==> config.mk <==
export PLATFORM = sky130hd
export DESIGN_NAME = hmac_stream_ctrl_flat
export DESIGN_NICKNAME = d
export VERILOG_FILES = /design/src/rtl/hmac_stream_ctrl_pkg.sv /design/src/rtl/hmac_stream_ctrl_bus.sv /design/src/rtl/hmac_stream_ctrl_fifo.sv /design/src/rtl/hmac_stream_ctrl.sv /design/src/flat_wrapper.sv
export SDC_FILE = /design/constraint.sdc
export NUM_CORES = 2
export LEC_CHECK = 0
export ABC_CLOCK_PERIOD_IN_PS = 6200
export BUFFER_PORTS_ARGS = -buffer_cell sky130_fd_sc_hd__buf_2
export CELL_PAD_IN_SITES_DETAIL_PLACEMENT = 1
export CELL_PAD_IN_SITES_GLOBAL_PLACEMENT = 1
export CORE_ASPECT_RATIO = 1.4
export CORE_MARGIN = 5
export CORE_UTILIZATION = 32
export DETAILED_ROUTE_END_ITERATION = 10
export PLACE_DENSITY_LB_ADDON = 0.1
export RECOVER_POWER = 25
export SLEW_MARGIN = 20
export SYNTH_ARGS = -nofsm -noshare
export SYNTH_HDL_FRONTEND = slang
export SYNTH_SLANG_ARGS = --single-unit
==> constraint.sdc <==
create_clock -name clk_i -period 6.2 [get_ports clk_i]
set_input_delay 1.86 -clock clk_i [delete_from_list [all_inputs] [get_ports clk_i]]
set_output_delay 1.86 -clock clk_i [all_outputs]
set_load 0.05 [all_outputs]
==> src/rtl/hmac_stream_ctrl_pkg.sv <==
// hmac_stream_ctrl shared definitions
// register map, bit positions and sequencer states
package hmac_stream_pkg;

  typedef enum logic [2:0] {
    S_IDLE      = 3'd0,
    S_WAIT_BLK  = 3'd1,
    S_LOAD      = 3'd2,
    S_ISSUE     = 3'd3,
    S_WAIT_CORE = 3'd4,
    S_WAIT_DIG  = 3'd5
  } state_e;

  localparam logic [5:0] R_CTRL     = 6'd0;
  localparam logic [5:0] R_STATUS   = 6'd1;
  localparam logic [5:0] R_DATA     = 6'd2;
  localparam logic [5:0] R_IRQ_EN   = 6'd3;
  localparam logic [5:0] R_IRQ_STAT = 6'd4;
  localparam logic [5:0] R_KEY      = 6'd8;
  localparam logic [5:0] R_DIGEST   = 6'd24;

  localparam int CTRL_START = 0;
  localparam int CTRL_LAST  = 1;
  localparam int CTRL_ABORT = 2;
  localparam int CTRL_KSEL  = 3;

  localparam int ST_BUSY   = 0;
  localparam int ST_DONE   = 1;
  localparam int ST_FULL   = 2;
  localparam int ST_EMPTY  = 3;
  localparam int ST_OVF    = 4;
  localparam int ST_SEQERR = 5;
  localparam int ST_LEVEL  = 8;

  localparam int LK_STAT_RD = 0;
  localparam int LK_CTRL_WR = 1;
  localparam int LK_IRQ_WR  = 2;
  localparam int LK_DATA_WR = 3;
  localparam int LK_DIG_RD  = 4;
  localparam int LK_KEY_WR  = 5;

  localparam int BLK_WORDS = 16;

endpackage

==> src/rtl/hmac_stream_ctrl_bus.sv <==
// peripheral register bus
// single-cycle, always-ready access
interface REG_BUS #(
  parameter int unsigned ADDR_WIDTH = 32,
  parameter int unsigned DATA_WIDTH = 32
) ();
  logic [ADDR_WIDTH-1:0] addr;
  logic                  write;
  logic [DATA_WIDTH-1:0] wdata;
  logic [DATA_WIDTH-1:0] rdata;
  logic                  ready;
  logic                  error;

  modport in (
    input  addr, write, wdata,
    output rdata, ready, error
  );

  modport out (
    output addr, write, wdata,
    input  rdata, ready, error
  );
endinterface

==> src/rtl/hmac_stream_ctrl_fifo.sv <==
// synchronous first-word-fall-through FIFO
// push while full is accepted only when a pop frees a slot
module sync_fifo #(
  parameter int DEPTH = 32,
  parameter int WIDTH = 32
) (
  input  logic                     clk_i,
  input  logic                     rst_ni,
  input  logic                     flush,
  input  logic                     push,
  input  logic [WIDTH-1:0]         wdata,
  input  logic                     pop,
  output logic [WIDTH-1:0]         rdata,
  output logic                     full,
  output logic                     empty,
  output logic [$clog2(DEPTH):0]   level
);
  localparam int AW = $clog2(DEPTH);

  logic [WIDTH-1:0] mem [DEPTH];
  logic [AW-1:0]    wr_ptr, rd_ptr;
  logic [AW:0]      cnt;
  logic             push_ok, pop_ok;

  assign full    = cnt == (AW+1)'(DEPTH);
  assign empty   = cnt == '0;
  assign level   = cnt;
  assign rdata   = mem[rd_ptr];
  assign pop_ok  = pop && !empty;
  assign push_ok = push && (!full || pop_ok);

  always_ff @(posedge clk_i or negedge rst_ni) begin
    if (!rst_ni) begin
      wr_ptr <= '0;
      rd_ptr <= '0;
      cnt    <= '0;
    end else if (flush) begin
      wr_ptr <= '0;
      rd_ptr <= '0;
      cnt    <= '0;
    end else begin
      if (push_ok) wr_ptr <= wr_ptr + 1'b1;
      if (pop_ok)  rd_ptr <= rd_ptr + 1'b1;
      unique case ({push_ok, pop_ok})
        2'b10:   cnt <= cnt + 1'b1;
        2'b01:   cnt <= cnt - 1'b1;
        default: cnt <= cnt;
      endcase
    end
  end

  always_ff @(posedge clk_i) begin
    if (push_ok && !flush) mem[wr_ptr] <= wdata;
  end
endmodule

==> src/rtl/hmac_stream_ctrl.sv <==
// HMAC/SHA-256 multi-block stream sequencer
// FIFO-fed block assembly, key slots, digest capture, irqs
module hmac_stream_ctrl
  import hmac_stream_pkg::*;
#(
  parameter int ADDR_WIDTH = 32,
  parameter int DATA_WIDTH = 32,
  parameter int FIFO_DEPTH = 32,
  parameter int NUM_KEYS   = 2
) (
  input  logic         clk_i,
  input  logic         rst_ni,
  input  logic [7:0]   reglk_ctrl_i,
  REG_BUS.in           external_bus_io,
  output logic         core_init_o,
  output logic         core_next_o,
  output logic [511:0] core_block_o,
  output logic [255:0] core_key_o,
  input  logic         core_ready_i,
  input  logic [255:0] core_digest_i,
  input  logic         core_digest_valid_i,
  output logic         irq_o
);
  localparam int LW   = $clog2(FIFO_DEPTH) + 1;
  localparam int NKW  = NUM_KEYS * 8;
  localparam int KIW  = $clog2(NKW);
  localparam logic [5:0] KEY_END = 6'(8 + NKW);

  logic [ADDR_WIDTH-1:0] addr;
  logic [DATA_WIDTH-1:0] wdata;
  logic [5:0]            word;
  logic                  wr;
  logic                  unused_addr;

  state_e         state_q;
  logic [3:0]     cnt_q;
  logic           first_q, last_q, done_q, seen_q;
  logic           ovf_q, seqerr_q;
  logic [1:0]     irq_en_q, irq_st_q;
  logic [31:0]    key_q [NKW];
  logic [255:0]   key_act_q, sel_key;
  logic [255:0]   digest_q;
  logic [511:0]   blk_q;

  logic           ctrl_we, start, abort, last_set;
  logic           push_req, pop, key_we, irq_we;
  logic           ovf_evt, seq_evt, dig_evt, lvl_ge16;
  logic [1:0]     irq_set, irq_clr;
  logic [KIW-1:0] key_idx;
  logic [31:0]    fifo_rdata, status;
  logic           fifo_full, fifo_empty;
  logic [LW-1:0]  level;

  assign addr        = external_bus_io.addr;
  assign wdata       = external_bus_io.wdata;
  assign wr          = external_bus_io.write;
  assign word        = addr[7:2];
  assign unused_addr = ^{addr[ADDR_WIDTH-1:8], addr[1:0]};

  assign external_bus_io.ready = 1'b1;
  assign external_bus_io.error = 1'b0;

  assign ctrl_we  = wr && word == R_CTRL && !reglk_ctrl_i[LK_CTRL_WR];
  assign start    = ctrl_we && wdata[CTRL_START];
  assign last_set = ctrl_we && wdata[CTRL_LAST];
  assign abort    = ctrl_we && wdata[CTRL_ABORT];
  assign push_req = wr && word == R_DATA && !reglk_ctrl_i[LK_DATA_WR];
  assign irq_we   = wr && !reglk_ctrl_i[LK_IRQ_WR];
  assign key_we   = wr && word >= R_KEY && word < KEY_END
                    && !reglk_ctrl_i[LK_KEY_WR];
  assign key_idx  = KIW'(word - R_KEY);

  assign pop      = state_q == S_LOAD;
  assign lvl_ge16 = level >= LW'(BLK_WORDS);

  // abort outranks every event raised in the same cycle
  assign ovf_evt  = push_req && fifo_full && !pop && !abort;
  assign seq_evt  = start && state_q != S_IDLE && !abort;
  assign dig_evt  = state_q == S_WAIT_DIG && core_digest_valid_i && !abort;
  assign irq_set  = {ovf_evt | seq_evt, dig_evt};
  assign irq_clr  = (irq_we && word == R_IRQ_STAT) ? wdata[1:0] : 2'b00;

  sync_fifo #(
    .DEPTH (FIFO_DEPTH),
    .WIDTH (32)
  ) u_fifo (
    .clk_i  (clk_i),
    .rst_ni (rst_ni),
    .flush  (abort),
    .push   (push_req),
    .wdata  (wdata[31:0]),
    .pop    (pop),
    .rdata  (fifo_rdata),
    .full   (fifo_full),
    .empty  (fifo_empty),
    .level  (level)
  );

  always_comb begin
    sel_key = '0;
    for (int k = 0; k < NUM_KEYS; k++) begin
      if (wdata[CTRL_KSEL+:2] == 2'(k)) begin
        for (int w = 0; w < 8; w++) begin
          sel_key[255-32*w -: 32] = key_q[8*k+w];
        end
      end
    end
  end

  always_ff @(posedge clk_i or negedge rst_ni) begin
    if (!rst_ni) begin
      irq_en_q <= '0;
      irq_st_q <= '0;
      ovf_q    <= 1'b0;
      seqerr_q <= 1'b0;
      for (int i = 0; i < NKW; i++) key_q[i] <= '0;
    end else begin
      if (irq_we && word == R_IRQ_EN) irq_en_q <= wdata[1:0];
      irq_st_q <= (irq_st_q & ~irq_clr) | irq_set;
      if (abort) begin
        ovf_q    <= 1'b0;
        seqerr_q <= 1'b0;
      end else begin
        if (ovf_evt) ovf_q    <= 1'b1;
        if (seq_evt) seqerr_q <= 1'b1;
      end
      if (key_we) key_q[key_idx] <= wdata[31:0];
    end
  end

  always_ff @(posedge clk_i or negedge rst_ni) begin
    if (!rst_ni) begin
      state_q   <= S_IDLE;
      cnt_q     <= '0;
      first_q   <= 1'b0;
      last_q    <= 1'b0;
      done_q    <= 1'b0;
      seen_q    <= 1'b0;
      key_act_q <= '0;
      digest_q  <= '0;
      blk_q     <= '0;
    end else if (abort) begin
      state_q <= S_IDLE;
      last_q  <= 1'b0;
      done_q  <= 1'b0;
    end else begin
      if (last_set) last_q <= 1'b1;
      unique case (state_q)
        S_IDLE: begin
          if (start) begin
            state_q   <= S_WAIT_BLK;
            done_q    <= 1'b0;
            first_q   <= 1'b1;
            key_act_q <= sel_key;
          end
        end
        S_WAIT_BLK: begin
          if (lvl_ge16 && core_ready_i) begin
            state_q <= S_LOAD;
            cnt_q   <= '0;
          end
        end
        S_LOAD: begin
          blk_q <= {blk_q[479:0], fifo_rdata};
          cnt_q <= cnt_q + 1'b1;
          if (cnt_q == 4'd15) state_q <= S_ISSUE;
        end
        S_ISSUE: begin
          first_q <= 1'b0;
          seen_q  <= 1'b0;
          state_q <= S_WAIT_CORE;
        end
        S_WAIT_CORE: begin
          // wait for the core to drop ready and raise it again
          if (!core_ready_i) begin
            seen_q <= 1'b1;
          end else if (seen_q) begin
            state_q <= (lvl_ge16 || !last_q) ? S_WAIT_BLK : S_WAIT_DIG;
          end
        end
        S_WAIT_DIG: begin
          if (core_digest_valid_i) begin
            digest_q <= core_digest_i;
            done_q   <= 1'b1;
            last_q   <= 1'b0;
            state_q  <= S_IDLE;
          end
        end
        default: state_q <= S_IDLE;
      endcase
    end
  end

  assign core_init_o  = state_q == S_ISSUE && first_q;
  assign core_next_o  = state_q == S_ISSUE && !first_q;
  assign core_block_o = blk_q;
  assign core_key_o   = key_act_q;
  assign irq_o        = |(irq_st_q & irq_en_q);

  always_comb begin
    status               = '0;
    status[ST_BUSY]      = state_q != S_IDLE;
    status[ST_DONE]      = done_q;
    status[ST_FULL]      = fifo_full;
    status[ST_EMPTY]     = fifo_empty;
    status[ST_OVF]       = ovf_q;
    status[ST_SEQERR]    = seqerr_q;
    status[ST_LEVEL+:8]  = 8'(level);
  end

  always_comb begin
    external_bus_io.rdata = '0;
    unique case (1'b1)
      word == R_STATUS: begin
        if (!reglk_ctrl_i[LK_STAT_RD])
          external_bus_io.rdata = DATA_WIDTH'(status);
      end
      word == R_IRQ_EN:
        external_bus_io.rdata = DATA_WIDTH'(irq_en_q);
      word == R_IRQ_STAT:
        external_bus_io.rdata = DATA_WIDTH'(irq_st_q);
      word[5:3] == R_DIGEST[5:3]: begin
        if (!reglk_ctrl_i[LK_DIG_RD])
          external_bus_io.rdata =
            DATA_WIDTH'(digest_q[{~word[2:0], 5'b0} +: 32]);
      end
      default: external_bus_io.rdata = '0;
    endcase
  end
endmodule
==> src/flat_wrapper.sv <==
// flat-port wrapper written by rule: the top's interface ports become plain ports
module hmac_stream_ctrl_flat import hmac_stream_pkg::*;
#(
  parameter int ADDR_WIDTH = 32,
  parameter int DATA_WIDTH = 32,
  parameter int FIFO_DEPTH = 32,
  parameter int NUM_KEYS   = 2
)
  (clk_i, rst_ni, reglk_ctrl_i, core_init_o, core_next_o, core_block_o, core_key_o, core_ready_i, core_digest_i, core_digest_valid_i, irq_o, external_bus_io_addr, external_bus_io_write, external_bus_io_wdata, external_bus_io_rdata, external_bus_io_ready, external_bus_io_error);
  REG_BUS #(.ADDR_WIDTH(ADDR_WIDTH), .DATA_WIDTH(DATA_WIDTH)) external_bus_io_i ();
  input  logic clk_i;
  input  logic rst_ni;
  input  logic [7:0] reglk_ctrl_i;
  output logic core_init_o;
  output logic core_next_o;
  output logic [511:0] core_block_o;
  output logic [255:0] core_key_o;
  input  logic core_ready_i;
  input  logic [255:0] core_digest_i;
  input  logic core_digest_valid_i;
  output logic irq_o;
  input wire logic [$bits(external_bus_io_i.addr)-1:0] external_bus_io_addr;
  input wire logic [$bits(external_bus_io_i.write)-1:0] external_bus_io_write;
  input wire logic [$bits(external_bus_io_i.wdata)-1:0] external_bus_io_wdata;
  output wire logic [$bits(external_bus_io_i.rdata)-1:0] external_bus_io_rdata;
  output wire logic [$bits(external_bus_io_i.ready)-1:0] external_bus_io_ready;
  output wire logic [$bits(external_bus_io_i.error)-1:0] external_bus_io_error;
  assign external_bus_io_i.addr = external_bus_io_addr;
  assign external_bus_io_i.write = external_bus_io_write;
  assign external_bus_io_i.wdata = external_bus_io_wdata;
  assign external_bus_io_rdata = external_bus_io_i.rdata;
  assign external_bus_io_ready = external_bus_io_i.ready;
  assign external_bus_io_error = external_bus_io_i.error;
  hmac_stream_ctrl #(.ADDR_WIDTH(ADDR_WIDTH), .DATA_WIDTH(DATA_WIDTH), .FIFO_DEPTH(FIFO_DEPTH), .NUM_KEYS(NUM_KEYS)) u_core (.clk_i(clk_i), .rst_ni(rst_ni), .reglk_ctrl_i(reglk_ctrl_i), .external_bus_io(external_bus_io_i), .core_init_o(core_init_o), .core_next_o(core_next_o), .core_block_o(core_block_o), .core_key_o(core_key_o), .core_ready_i(core_ready_i), .core_digest_i(core_digest_i), .core_digest_valid_i(core_digest_valid_i), .irq_o(irq_o));
endmodule
# --- After elaboration in Yosys (flattened, before gate mapping) ---
# Memory sizes are Yosys's and may differ from the RTL's. A register that Yosys moved wholly into a read port is not among the register bits.
# Cells that the tools add are included.
classes:
  add_sub_neg: 6
  n_mul: 0
  div: 0
  magnitude_cmp: 5
  n_eq_ne: 24
  n_shift: 1
  mux: 44
  n_bitwise: 8
  n_reduce_logical: 63
op_table:
  columns: ["cell", "count"]
  rows:
  - ["$bwmux 512", 1]
  - ["$mux 256", 2]
  - ["$shiftx 256x9->32", 1]
  - ["$demux 32 s4", 1]
  - ["$pmux 32 s4", 1]
  - ["$mux 32", 2]
  - ["$logic_and 1x1->1", 27]
  - ["$mux 3", 8]
  - ["$mux 5", 4]
  - ["$pmux 3 s6", 1]
  - ["$reduce_and 3->1", 6]
  - ["$mux 1", 15]
  - ["$mux 14", 1]
  - ["$reduce_bool 2->1", 7]
  - ["$eq 6x2->1 const B", 2]
  - ["$logic_not 6->1", 2]
  - ["$pmux 6 s2", 1]
  - ["$logic_not 1->1", 11]
  - ["$add 5x1->5 const B", 2]
  - ["$eq 3x2->1 const B", 3]
  - ["$ne 3x1->1 const B", 3]
  - ["$ne 3x2->1 const B", 3]
  - ["$reduce_bool 3->1", 3]
  - ["$pmux 4 s2", 1]
  - ["36 further kinds", 43]
word_totals:
  regBits: 1569
  latch_bits: 0
  mem_bits_rw: 1024
  mem_bits_ro: 0
  in_bits: 333
  out_inout_bits: 805
  wordCells: 184
  n_memories: 1
memory_table:
  columns: ["memory", "depth", "width", "rd", "rd_ports_with_merged_regs", "wr", "line_no", "source"]
  rows:
  - ["u_core.u_fifo.mem", 32, 32, 1, 1, 1, "hmac_stream_ctrl_fifo.sv:20", "logic [WIDTH-1:0] mem [DEPTH];"]

# --- Longest topological paths before layout ---
depth:
  ltp_word: 8
  mapped_depth: 15
  depth_no_buf: 12

# --- By module ---
# Synthesis repeated with hierarchy kept, for this count alone.
hier_totals:
  hier_cells: 7259
  hier_area_um2: 103386.7
modules_own_cells:
  columns: ["module", "instances", "cells_each", "area_each_um2", "seq_area_each_um2"]
  rows:
  - ["hmac_stream_ctrl", 1, 5259, 63069.2, 38862.3]
  - ["sync_fifo", 1, 2000, 40317.4, 31149.9]

# --- Worst setup path before layout ---
# OpenSTA, ideal clock, no wires.
synth_timing:
  path_kind: "in2out"
  startpoint: "in external_bus_io_addr[3]"
  endpoint: "out external_bus_io_rdata[1]"
  t_arrival_ns: 3.972
  required_ns: 4.340
  slack_ns: 0.368
  stages: 6
  path_buffers: 2
  path_cell_list: "buf_2 -> buf_1 -> mux2i_1 -> o21ai_0 -> o22ai_1 -> o31ai_1"
synth_between:
  elab_chain_len: 4
  word_cells_on_any_way: 7
synth_lines:
  columns: ["element", "line_no", "source"]
  rows:
  - ["start, declared", "flat_wrapper.sv:22", "input wire logic [$bits(external_bus_io_i.addr)-1:0] external_bus_io_addr;"]
  - ["$not 3->3", "hmac_stream_ctrl.sv:225", "DATA_WIDTH'(digest_q[{~word[2:0], 5'b0} +: 32]);"]
  - ["$shiftx 256x9->32", "hmac_stream_ctrl.sv:225", null]
  - ["$mux 32", "hmac_stream_ctrl.sv:223", "if (!reglk_ctrl_i[LK_DIG_RD])"]
  - ["$pmux 32 s4 (*)", "hmac_stream_ctrl.sv:213", "unique case (1'b1)"]
  - ["end, declared", "flat_wrapper.sv:25", "output wire logic [$bits(external_bus_io_i.rdata)-1:0] external_bus_io_rdata;"]
# Every way passes the cells marked *; elsewhere a longest branch is shown, timed or not.

# --- Worst setup path after layout ---
layout_timing:
  startpoint: "in external_bus_io_addr[2]"
  endpoint: "out external_bus_io_rdata[5]"
# The elaborated chain is that of the path after synthesis.

==> metrics list <==
- Prevailing post-synth register cell: sky130_fd_sc_hd__dfrtp_1
- For this run, the register share of the synthesized area comes to 67.80%.
* Share of flip-flops with an asynchronous set or reset after synthesis: between 60% and 70%
* Count of cell types in the netlist: 57
- Top area cells in the synthesized netlist: sky130_fd_sc_hd__dfrtp_1 38%, sky130_fd_sc_hd__edfxtp_1 30%, sky130_fd_sc_hd__mux2_2 11%
- The tree is rooted in a sky130_fd_sc_hd__clkbuf_16.
- Clock latency on the worst-skew pair, taken at its later pin, is 0.87 ns.
- Measured along the x axis, the die boundary spans 490.1 um.
* Share of the cycle needed by the critical path after routing: 96.34%
- Count of filler cells inserted in the layout: 32114
- Met1 Usage GRT: 24.38%
- Initial core utilization: 32.17%
* Top cell type's share of synthesized area: between 30% and 40%
- Fraction of layout instances using a drive strength above 1: 44.61%
- # nets final: around 7500
- At the pin with the least slew margin, the transition time is 3.461 ns.
- Buffers inserted to repair hold after CTS numbered 0.
* Peak supply drop: between 0.4 and 0.5 mV
- Quantity of I/O buffers inserted on ports: 1107
* Worst slew margin relative to its limit: -130.7%
- The routed design could run at a clock period as short as approximately 6.0 ns.
- In the final routed layout, each cell accounts on average for around 30 um.
* Last weighted congestion value of the routability-driven placer: 0.8109
- For this design the ratio of total power to cell area is 472.8 nW/um^2.
* Largest net degree at the start of global routing: 157
* Count of pins over their slew limit: 1574
- Path type of the worst min-delay path: flop to flop
* Hpwl dp: 230.8 mm
- Number of register bits inferred by synthesis: about 2600
* CTS clk-pin slew, worst paths: 0.06 ns
- The number of gates resized after CTS was 0.
- The number of hold violations in the final report is 0.
- The count of cells in the finished layout, fillers not included, comes to 11609.
- In this run the number of H-tree levels came out at 5.
- Number of primary I/O pins: 1138
* Most common cell in the netlist: sky130_fd_sc_hd__dfrtp_1
- For this run, design rule violations remaining after detail routing come to 0.
- Met3 layer usage reported by global route: under 10%
- Die height: 682.1 um
- Row generation in the floorplan step produced between 200 and 250 rows.
- The cell count after synthesis came out at 5998.
- After global routing the overflow that remains totals 0.
- Num Clock Sinks: 2593
- Ranking of synthesized cells by instance count: 1569 x sky130_fd_sc_hd__dfrtp_1, 1024 x sky130_fd_sc_hd__edfxtp_1, 1020 x sky130_fd_sc_hd__mux2_2
- Post-CTS timing repair inserted 0 buffers for setup.
- Max-cap viol count: 30
* DP Area: 114800 um^2
- Setup violations remaining at the end of the flow were counted as 0.
* Number of vias per cell: between 5 and 6
* Clock tree from TritonCTS: built
- Wirelength, routed: 348.7 mm
* Arrival time at the worst endpoint: 4.11 ns
- Setup repair after global routing left no endpoint under its margin.
- Average cell area after synthesis: between 15 and 20 um^2
- The global routing stage identified its most utilized layer as met2.
- Cell accounting for the most synthesized area: sky130_fd_sc_hd__dfrtp_1
- OpenSTA, run right after detailed placement, puts the worst setup slack at 0.2586 ns.
- For this block, the initial DRC count from the detailed router was 3284.
- Total Routing Usage GR: 20.42%
- The run finished, with violations left.
- STA classifies the critical path endpoint as a primary output.
- TritonCTS created 282 clock buffers.
- First-pass iteration count of the detailed router: 5
- At the worst endpoint, the required time is 4.34 ns.
* Number of antenna violations at the first check in global routing: 104
- Compared with the post-synthesis result, the final layout area differs by 19.72%.
- The floorplan step defined a core boundary enclosing between 300000 and 400000 um^2.
- For this run, global-route usage on met2 was measured as 35.95%.
* Post-synthesis net count: 6342
* First-pass GRT wire length: just under 500 mm
- Summing every instance area after synthesis gives 103300 um^2.
- In this run the deepest clock path goes through 4 buffers.
* Setup clock skew after layout: 0.04717 ns
- In this run the static leakage power is 52.11 nW.
* Number of vias after detailed routing: between 50000 and 60000
- Hold slack final: 0.4750 ns
* Fin Setup TNS: 0 ns
* Type of origin of the critical path: primary input
* Maximum clock frequency: 167.4 MHz
- The count of nets left with antenna violations once routing finished came out at 0.
* Vias in the first global route: about 65000
* Violated checks: capacitance limit, slew limit
* Number of cells in the design after placement: approximately 11000
- Die Outline Area: 334300 um^2
- Yosys printed 0 warnings.
- Critical path fanouts, max: 65
* Critical Setup Path Class: primary input to primary output
- Post-Layout Inst Area: 123600 um^2
- In this run, synthesis inferred slightly above 1000 flip-flops with an integrated enable.
- Worst setup slack after layout: 0.2270 ns
power by group:
part	switching [mW]	leakage, nW	total, mW	internal (mW)
logic	12.4	17.9	18.9	6.55
clock network	7.06	4.42	16.8	9.72
registers	2.24	29.8	22.7	20.5
critical path, stage by stage:
cell and delay (ns):
sky130_fd_sc_hd__buf_4 0.11, sky130_fd_sc_hd__buf_12 0.41, sky130_fd_sc_hd__mux4_2 0.58, sky130_fd_sc_hd__mux2i_1 0.46, sky130_fd_sc_hd__o21ai_0 0.32, sky130_fd_sc_hd__buf_12 0.23
state kept, by name (all words and copies together), names as in the netlist, 2 cells and up:
signal,count
u_core.digest_q,256
u_core.state_q,3
u_core.u_fifo.wr_ptr,5
u_core.irq_en_q,2
u_core.u_fifo.rd_ptr,5
u_core.cnt_q,4
u_core.u_fifo.mem,1024
u_core.core_key_o,256
u_core.u_fifo.level,6
u_core.core_block_o,512
u_core.key_q,512
u_core.irq_st_q,2
area by class of cell:
type	instances	area (um^2)	area share (%)
antenna	21	52.55	0.04251
clock buffer	398	8056	6.517
clock inverter	100	984.7	0.7965
inverter	9	33.78	0.02733
multi-input combinational	2973	31590	25.55
sequential	2593	70020	56.65
tap	4216	5275	4.267
timing repair buffer	1299	7605	6.152
cells in the final DEF, fill, tap and decap left out, drive strengths merged, types with 4 or more instances in the layout:
cell type	n
and3	4
xor2	8
nand3	14
clkbuf	447
a22oi	126
nand2	370
o21ai	21
nor3	9
mux4	318
inv	20
clkinvlp	9
diode	21
dfrtp	1569
buf	1250
bufinv	15
nand4b	5
ha	11
nor2	99
and2	5
a21oi	125
mux2	1253
clkinv	65
o31ai	259
nand2b	4
nand4	5
o22ai	5
edfxtp	1024
mux2i	273
nor2b	13
nand3b	5
kinds of logic (layout without fill, tap and decap cells):
| logic type | count (synthesis) | in the layout | share of synthesized area (%) |
|---|---|---|---|
| and+or+nand+nor | 551 | 551 | 2.255 |
| buffers and inverters | 432 | 1806 | 1.954 |
| adders and majority gates | 11 | 11 | 0.1333 |
| other | 2 | 23 | 0.007273 |
| DFF | 2593 | 2593 | 67.80 |
| muxes | 1844 | 1844 | 24.08 |
| AOI/OAI and AO/OA | 555 | 555 | 3.686 |
| xor gates and xnor gates | 10 | 10 | 0.08482 |
per-stage QoR:
step                utilization (%)  power [mW]
floorplan                         -       35.40
CTS                           38.56       59.54
global route                  38.49       61.06
finish                        38.51       58.44
global placement              35.74       42.17
detailed placement            35.75       42.48
metal layers:
| metal | up-vias | share of wire (%) |
|---|---|---|
| met5 | - | 0.16 |
| met2 | 1463 | 51 |
| met4 | 86 | 2.5 |
| li1 | 24985 | - |
| met3 | 518 | 7.3 |
| met1 | 31321 | 39 |
worst paths after layout:
kind	startpoint	endpoint	slack, ns	cells past startpoint
worst max register to register	u_core.state_q[2]	u_core.u_fifo.mem[22][19]	2.16	6
min in group asynchronous	rst_ni	u_core.core_key_o[59]	1.96	1
max in group asynchronous	rst_ni	u_core.digest_q[236]	0.96	3
worst max-delay path	external_bus_io_addr[2]	external_bus_io_rdata[5]	0.23	6
worst min-delay path	u_core.core_key_o[86]	u_core.core_key_o[86]	0.48	2
worst min register to register	u_core.core_key_o[86]	u_core.core_key_o[86]	0.48	2
No activity file was read; power rests on OpenSTA's default activity.
